==> config.mk <==
export PLATFORM = sky130hd
export DESIGN_NAME = track_scorer_flat
export DESIGN_NICKNAME = d
export VERILOG_FILES = /design/src/rtl/track_scorer_if.sv /design/src/rtl/track_scorer.sv /design/src/flat_wrapper.sv
export SDC_FILE = /design/constraint.sdc
export NUM_CORES = 1
export LEC_CHECK = 0
export CELL_PAD_IN_SITES_DETAIL_PLACEMENT = 1
export CELL_PAD_IN_SITES_GLOBAL_PLACEMENT = 1
export CORE_ASPECT_RATIO = 0.9
export CORE_UTILIZATION = 43
export DETAILED_ROUTE_END_ITERATION = 7
export GPL_ROUTABILITY_DRIVEN = 0
export GPL_TIMING_DRIVEN = 0
export HOLD_SLACK_MARGIN = 0.1
export PLACE_DENSITY_LB_ADDON = 0.12
export SYNTH_ARGS = -nofsm -noshare
export SYNTH_HDL_FRONTEND = slang
export SYNTH_SLANG_ARGS = --single-unit
==> constraint.sdc <==
create_clock -name clk -period 4.4 [get_ports clk]
set_input_delay 0.66 -clock clk [delete_from_list [all_inputs] [get_ports clk]]
set_output_delay 0.66 -clock clk [all_outputs]
set_load 0.01 [all_outputs]
==> src/rtl/track_scorer_if.sv <==
// Player-facing bus of the tug-of-war scorer: push events and boost map in,
// position display and match status out.
interface track_scorer_if #(
  parameter int STEPS = 3
);
  localparam int unsigned N = 2 * STEPS + 1;

  logic         winrnd;
  logic         right;
  logic         leds_on;
  logic [N-1:0] boost_in;
  logic         new_match;
  logic [N-1:0] score;
  logic [3:0]   left_wins;
  logic [3:0]   right_wins;
  logic         match_over;
  logic         match_right;

  modport master (
    output winrnd, right, leds_on, boost_in, new_match,
    input  score, left_wins, right_wins, match_over, match_right
  );

  modport slave (
    input  winrnd, right, leds_on, boost_in, new_match,
    output score, left_wins, right_wins, match_over, match_right
  );
endinterface

==> src/rtl/track_scorer.sv <==
// Tug-of-war round/match scorer: moves a marker per push, holds round wins
// on display, counts rounds and latches the match winner.
module track_scorer #(
  parameter int STEPS      = 3,
  parameter int HOLD_CYC   = 8,
  parameter int MATCH_WINS = 3
) (
  input  logic           clk,
  input  logic           rst,
  track_scorer_if.slave  bus
);
  localparam int unsigned N  = 2 * STEPS + 1;
  localparam int unsigned PW = $clog2(STEPS + 2) + 1;
  localparam int unsigned IW = $clog2(N);
  localparam int unsigned CW = 8;
  localparam int          W  = STEPS + 1;
  localparam logic [N-1:0] NEUTRAL = N'(1) << STEPS;

  localparam logic [1:0] PLAY       = 2'd0;
  localparam logic [1:0] HOLD       = 2'd1;
  localparam logic [1:0] MATCH_OVER = 2'd2;

  logic [1:0]           state, state_n;
  logic signed [PW-1:0] pos, pos_n;
  logic [N-1:0]         boost_q, boost_n;
  logic [CW-1:0]        hold_cnt, hold_n;
  logic [3:0]           lw, lw_n, rw, rw_n;
  logic [N-1:0]         score_q, score_n;
  logic                 mo_q, mo_n, mr_q, mr_n;

  int                   p, np, step;
  logic                 mv;
  logic [IW-1:0]        bidx;
  logic [3:0]           win_cnt;

  // Display pattern for a position: one-hot in play, filled half at a win.
  function automatic logic [N-1:0] decode(input int pp);
    logic [N-1:0] s;
    s = '0;
    for (int i = 0; i < int'(N); i++) begin
      if (pp == W)                              s[i] = (i < STEPS);
      else if (pp == -W)                        s[i] = (i > STEPS);
      else if (pp >= -STEPS && pp <= STEPS)     s[i] = (i == STEPS - pp);
    end
    return s;
  endfunction

  always_ff @(posedge clk or posedge rst) begin
    if (rst) state <= PLAY;
    else     state <= state_n;
  end

  always_comb begin
    state_n = state;
    pos_n   = pos;
    boost_n = boost_q;
    hold_n  = hold_cnt;
    lw_n    = lw;
    rw_n    = rw;
    mr_n    = mr_q;
    p       = int'(pos);
    np      = p;
    step    = 1;
    mv      = 1'b0;
    bidx    = '0;
    win_cnt = '0;

    case (state)
      PLAY: begin
        if (p == 0) boost_n = bus.boost_in;
        if (bus.new_match) begin
          lw_n = '0;
          rw_n = '0;
        end
        if (bus.winrnd) begin
          // A foul moves the marker toward the opponent's side, never boosted.
          mv   = (bus.right & bus.leds_on) | (~bus.right & ~bus.leds_on);
          bidx = IW'(STEPS - p);
          step = (bus.leds_on && boost_q[bidx]) ? 2 : 1;
          np   = mv ? p + step : p - step;
          if (np > W)  np = W;
          if (np < -W) np = -W;
          pos_n = PW'(np);
          if (np == W) begin
            state_n = HOLD;
            hold_n  = '0;
            rw_n    = rw_n + 4'd1;
          end else if (np == -W) begin
            state_n = HOLD;
            hold_n  = '0;
            lw_n    = lw_n + 4'd1;
          end
        end
      end
      HOLD: begin
        if (bus.new_match) begin
          lw_n = '0;
          rw_n = '0;
        end
        win_cnt = (p > 0) ? rw_n : lw_n;
        if (hold_cnt == CW'(HOLD_CYC - 1)) begin
          if (win_cnt == 4'(MATCH_WINS)) begin
            state_n = MATCH_OVER;
            mr_n    = (p > 0);
          end else begin
            state_n = PLAY;
            pos_n   = '0;
          end
        end else begin
          hold_n = hold_cnt + CW'(1);
        end
      end
      MATCH_OVER: begin
        if (bus.new_match) begin
          lw_n    = '0;
          rw_n    = '0;
          pos_n   = '0;
          mr_n    = 1'b0;
          state_n = PLAY;
        end
      end
      default: begin
        state_n = PLAY;
        pos_n   = '0;
      end
    endcase

    score_n = decode(int'(pos_n));
    mo_n    = (state_n == MATCH_OVER);
  end

  always_ff @(posedge clk or posedge rst) begin
    if (rst) begin
      pos      <= '0;
      boost_q  <= '0;
      hold_cnt <= '0;
      lw       <= '0;
      rw       <= '0;
      score_q  <= NEUTRAL;
      mo_q     <= 1'b0;
      mr_q     <= 1'b0;
    end else begin
      pos      <= pos_n;
      boost_q  <= boost_n;
      hold_cnt <= hold_n;
      lw       <= lw_n;
      rw       <= rw_n;
      score_q  <= score_n;
      mo_q     <= mo_n;
      mr_q     <= mr_n;
    end
  end

  assign bus.score       = score_q;
  assign bus.left_wins   = lw;
  assign bus.right_wins  = rw;
  assign bus.match_over  = mo_q;
  assign bus.match_right = mr_q;
endmodule

==> src/flat_wrapper.sv <==
// flat-port wrapper written by rule: the top's interface ports become plain ports
module track_scorer_flat 
#(
  parameter int STEPS      = 3,
  parameter int HOLD_CYC   = 8,
  parameter int MATCH_WINS = 3
)
  (clk, rst, bus_winrnd, bus_right, bus_leds_on, bus_boost_in, bus_new_match, bus_score, bus_left_wins, bus_right_wins, bus_match_over, bus_match_right);
  track_scorer_if #(.STEPS(STEPS)) bus_i ();
  input  logic clk;
  input  logic rst;
  input wire logic [$bits(bus_i.winrnd)-1:0] bus_winrnd;
  input wire logic [$bits(bus_i.right)-1:0] bus_right;
  input wire logic [$bits(bus_i.leds_on)-1:0] bus_leds_on;
  input wire logic [$bits(bus_i.boost_in)-1:0] bus_boost_in;
  input wire logic [$bits(bus_i.new_match)-1:0] bus_new_match;
  output wire logic [$bits(bus_i.score)-1:0] bus_score;
  output wire logic [$bits(bus_i.left_wins)-1:0] bus_left_wins;
  output wire logic [$bits(bus_i.right_wins)-1:0] bus_right_wins;
  output wire logic [$bits(bus_i.match_over)-1:0] bus_match_over;
  output wire logic [$bits(bus_i.match_right)-1:0] bus_match_right;
  assign bus_i.winrnd = bus_winrnd;
  assign bus_i.right = bus_right;
  assign bus_i.leds_on = bus_leds_on;
  assign bus_i.boost_in = bus_boost_in;
  assign bus_i.new_match = bus_new_match;
  assign bus_score = bus_i.score;
  assign bus_left_wins = bus_i.left_wins;
  assign bus_right_wins = bus_i.right_wins;
  assign bus_match_over = bus_i.match_over;
  assign bus_match_right = bus_i.match_right;
  track_scorer #(.STEPS(STEPS), .HOLD_CYC(HOLD_CYC), .MATCH_WINS(MATCH_WINS)) u_core (.clk(clk), .rst(rst), .bus(bus_i));
endmodule
==> out/metrics.json, run 1 <==
{
  "worst_slew_pin_slew": {"value": 0.808, "unit": "ns"},
  "final-setup-viol-count": {"value": 0},
  "finalCoreUtilization": {"value": 55.6, "unit": "%"},
  "hold_viol": {"value": 0},
  "synth_seq_area_share": {"value": 42.0, "unit": "%"},
  "element_type_at_the_critical_path_start": {"value": "register"},
  "powerDensity": {"value": 605, "unit": "nW/µm²"},
  "p_leak": {"value": 0.00117, "unit": "µW"},
  "cts_max_level": {"value": 2},
  "place_hpwl": {"value": 3900, "unit": "µm"},
  "worstSkewPairLatency": {"value": 0.30, "unit": "ns"},
  "fin_crit_sh": {"value": 86.4, "unit": "%"},
  "worst_setup_hold_path_clk_slew": {"value": 0.08, "unit": "ns"},
  "post_place_instance_area": {"value": 2640, "unit": "µm²"},
  "async_flop_share": {"value": 100, "unit": "%"},
  "max-slew-margin-rel": {"value": 46.1, "unit": "%"},
  "total_number_of_yosys_warnings": {"value": 0},
  "design.portCount": {"value": 30},
  "netlist_area": {"value": 2270, "unit": "µm²"},
  "die-width": {"value": 78.5, "unit": "µm"},
  "ff2ff_setup_slack": {"value": 0.60, "unit": "ns"},
  "post-synth-top-area-cell": {"value": "dfrtp_1"},
  "antenna_cells_inserted": {"value": 0},
  "layout_common_cells": {"value": "dfrtp_1 (37), clkdlybuf4s50_1 (29), nand2_1 (16)"},
  "maxCapViolCount": {"value": 0},
  "synth-edff-count": {"value": 0},
  "worst_hold_class": {"value": "reg -> reg"},
  "grt_pass1_wl": {"value": 9640, "unit": "µm"},
  "cts_sinks": {"value": 38},
  "grt_max_degree": {"value": 39},
  "fp.coreArea": {"value": 4950, "unit": "µm²"},
  "synthesis.nets": {"value": 256},
  "fin_nets": {"value": 292},
  "die-area": {"value": 5570, "unit": "µm²"},
  "syn_area_per_cell": {"value": 9.86, "unit": "µm²"},
  "grt_setup_unrepaired": {"value": "no"},
  "critPathBufInv": {"value": 1},
  "via_count_of_the_first_global_routing_pass": {"value": 1969},
  "ant_nets": {"value": 0},
  "synth-seq-cells": {"value": 38},
  "fin_tns_setup": {"value": 0, "unit": "ns"},
  "worst_r2r_path_depth": {"value": 11},
  "cts-root-buf": {"value": "clkbuf_8"},
  "timing.critical_path.required": {"value": 4.56, "unit": "ns"},
  "synth_cell_type_count": {"value": 53},
  "endpoint_kind": {"value": "register"},
  "timing.hold.ws": {"value": 0.514, "unit": "ns"},
  "wl_per_cell": {"value": 16.7, "unit": "µm"},
  "synthDominantCellAreaShare": {"value": 40.8, "unit": "%"},
  "global_route.usage.total": {"value": 22.4, "unit": "%"},
  "drive_above_1_share": {"value": 9.36, "unit": "%"},
  "cts_max_path_buffers": {"value": 2},
  "postLayoutCellArea": {"value": 2750, "unit": "µm²"},
  "slew_violations": {"value": 0},
  "cts_buffers": {"value": 5},
  "die-height": {"value": 70.9, "unit": "µm"},
  "timing.critical_path.fanout_max": {"value": 6},
  "cts_tree": {"value": "built"},
  "cp_cell_sequence": {"value": "mux4_2 -> o211ai_1 -> ha_1 -> inv_1 -> fa_1 -> xor2_1 -> a21oi_1 -> nand4_1 -> and3_1 -> o21ai_0 -> o21ai_0"},
  "mostFrequentLayoutCell": {"value": "dfrtp_1"},
  "grt_remaining_overflow": {"value": 0},
  "timing.setup.critical_path_class": {"value": "reg -> reg"},
  "number_of_drc_violations_after_detailed_routing": {"value": 0},
  "rows": {"value": 24},
  "cts-resized-gates": {"value": 0},
  "drt_pre_antenna_iters": {"value": 4},
  "routed_via_density": {"value": 5.73},
  "synth.area.top_cells": {"value": "dfrtp_1 (41%), ha_1 (6.6%), mux2_2 (3.5%)"},
  "cts.repair_timing.setup_buffer_count": {"value": 0},
  "drt_wl_total": {"value": 5540, "unit": "µm"},
  "crit_slowest_cell": {"value": "o21ai_0"},
  "drtIter0Drc": {"value": 88},
  "yosys_most_used_dff": {"value": "dfrtp_1"},
  "hold_depth": {"value": 1},
  "num-fill-cells": {"value": 570},
  "max-vdd-ir-drop": {"value": 311, "unit": "µV"},
  "slowest_delay": {"value": 0.54, "unit": "ns"},
  "grt_antenna_before_repair": {"value": 0},
  "crit_cells": {"value": 11},
  "cts_hold_repair.buffers": {"value": 0},
  "worst_clock_skew": {"value": 0.00654, "unit": "ns"},
  "areaGrowthSynthToFinish": {"value": 21.4, "unit": "%"},
  "cpMostUsedCell": {"value": "o21ai_0"},
  "critical_path_arrival": {"value": 3.96, "unit": "ns"},
  "initial_utilization": {"value": 45.8, "unit": "%"},
  "io_buffer_count": {"value": 29},
  "layout_min_cycle_time": {"value": 3.80, "unit": "ns"},
  "detailroute.via_count": {"value": 1901},
  "max_clock_freq": {"value": 263, "unit": "MHz"},
  "cp_top_family": {"value": "compound AO/OA/AOI/OAI gates"},
  "syn_inst": {"value": 230},
  "run_status": {"value": "completed"}
}
==> per-stage QoR <==
stage,total power (µW),std cells,setup WS [ns]
finish,1670,332,0.600
global placement,1320,324,0.493
detailed placement,1350,324,0.416
floorplan,1100,230,1.18
global route,1790,332,0.209
CTS,1670,332,0.610
==> per-layer routing <==
layer	GRT usage (%)	vias to the layer above	part of all wire, %
met5	0	-	0
li1	-	914	-
met4	5.97	0	1.4
met3	5.68	9	2.9
met2	37.4	29	48
met1	29.0	949	47
==> power by group <==
part	internal (µW)	total (µW)	switching, µW	leakage [µW]
Combinational	356	821	465	0.000628
Sequential	456	538	81.6	0.000490
Clock	169	308	139	0.0000504
Total	981	1670	685	0.00117
==> logic make-up after synthesis <==
kind of cell | count (synthesis) | synth area share [%]
simple gates | 83 | 19.6
mux | 9 | 4.91
fa+ha+maj | 13 | 7.51
compound gates | 55 | 17.9
xor+xnor | 12 | 4.64
buf+inv | 20 | 3.37
flops | 38 | 42.0
==> state kept, by name (all words and copies together) (netlist names) <==
register,flops
u_core.hold_cnt,8
u_core.pos,4
u_core.bus.match_over,1
u_core.state,2
u_core.bus.score,7
u_core.bus.right_wins,4
u_core.bus.left_wins,4
u_core.boost_q,7
u_core.bus.match_right,1
==> synth_stat cells (all sizes together) (3+ instances only) <==
| library cell | count |
|---|---|
| dfrtp | 37 |
| nand2 | 16 |
| inv | 14 |
| nor2 | 14 |
| ha | 12 |
| a21oi | 10 |
| o21ai | 10 |
| nand3 | 9 |
| xor2 | 9 |
| mux2 | 7 |
| nor2b | 7 |
| or3 | 6 |
| clkbuf | 5 |
| nand2b | 5 |
| nor3 | 5 |
| nor4 | 5 |
| o31ai | 5 |
| a211oi | 3 |
| and2 | 3 |
| nand3b | 3 |
| nand4 | 3 |
| o21a | 3 |
| o31a | 3 |
| xnor2 | 3 |
==> cell type report <==
cell class              count  area, µm²  area share (%)
plain buffers               6       23.8           0.864
clock inverters             3       45.0            1.64
well taps                  65       81.3            2.95
repair buffers             29        290            10.5
flip-flops and latches     38        952            34.6
multi-input cells         172       1240            45.0
inverters                  14       52.6            1.91
clock buffers               5       68.8            2.50
==> worst paths after layout <==
path,startpoint,to
min in group asynchronous,rst,u_core.bus.score[6]$_DFF_PP0_
worst max-delay path,u_core.pos[0]$_DFF_PP0_,u_core.hold_cnt[1]$_DFFE_PP0P_
worst min register to register,u_core.boost_q[3]$_DFFE_PP0P_,u_core.boost_q[3]$_DFFE_PP0P_
worst max register to register,u_core.pos[0]$_DFF_PP0_,u_core.hold_cnt[1]$_DFFE_PP0P_
worst min-delay path,u_core.boost_q[3]$_DFFE_PP0P_,u_core.boost_q[3]$_DFFE_PP0P_
max in group asynchronous,rst,u_core.bus.right_wins[0]$_DFFE_PP0P_
No activity file was read; power rests on OpenSTA's default activity.
==> run 2, diff against run 1 <==
--- a/config.mk
+++ b/config.mk
@@ -10,7 +10,6 @@
 export CORE_ASPECT_RATIO = 0.9
 export CORE_UTILIZATION = 43
 export DETAILED_ROUTE_END_ITERATION = 7
-export GPL_ROUTABILITY_DRIVEN = 0
 export GPL_TIMING_DRIVEN = 0
 export HOLD_SLACK_MARGIN = 0.1
 export PLACE_DENSITY_LB_ADDON = 0.12
==> results of run 2 <==
No change in the layout: final DEF, timing and power equal those of run 1.
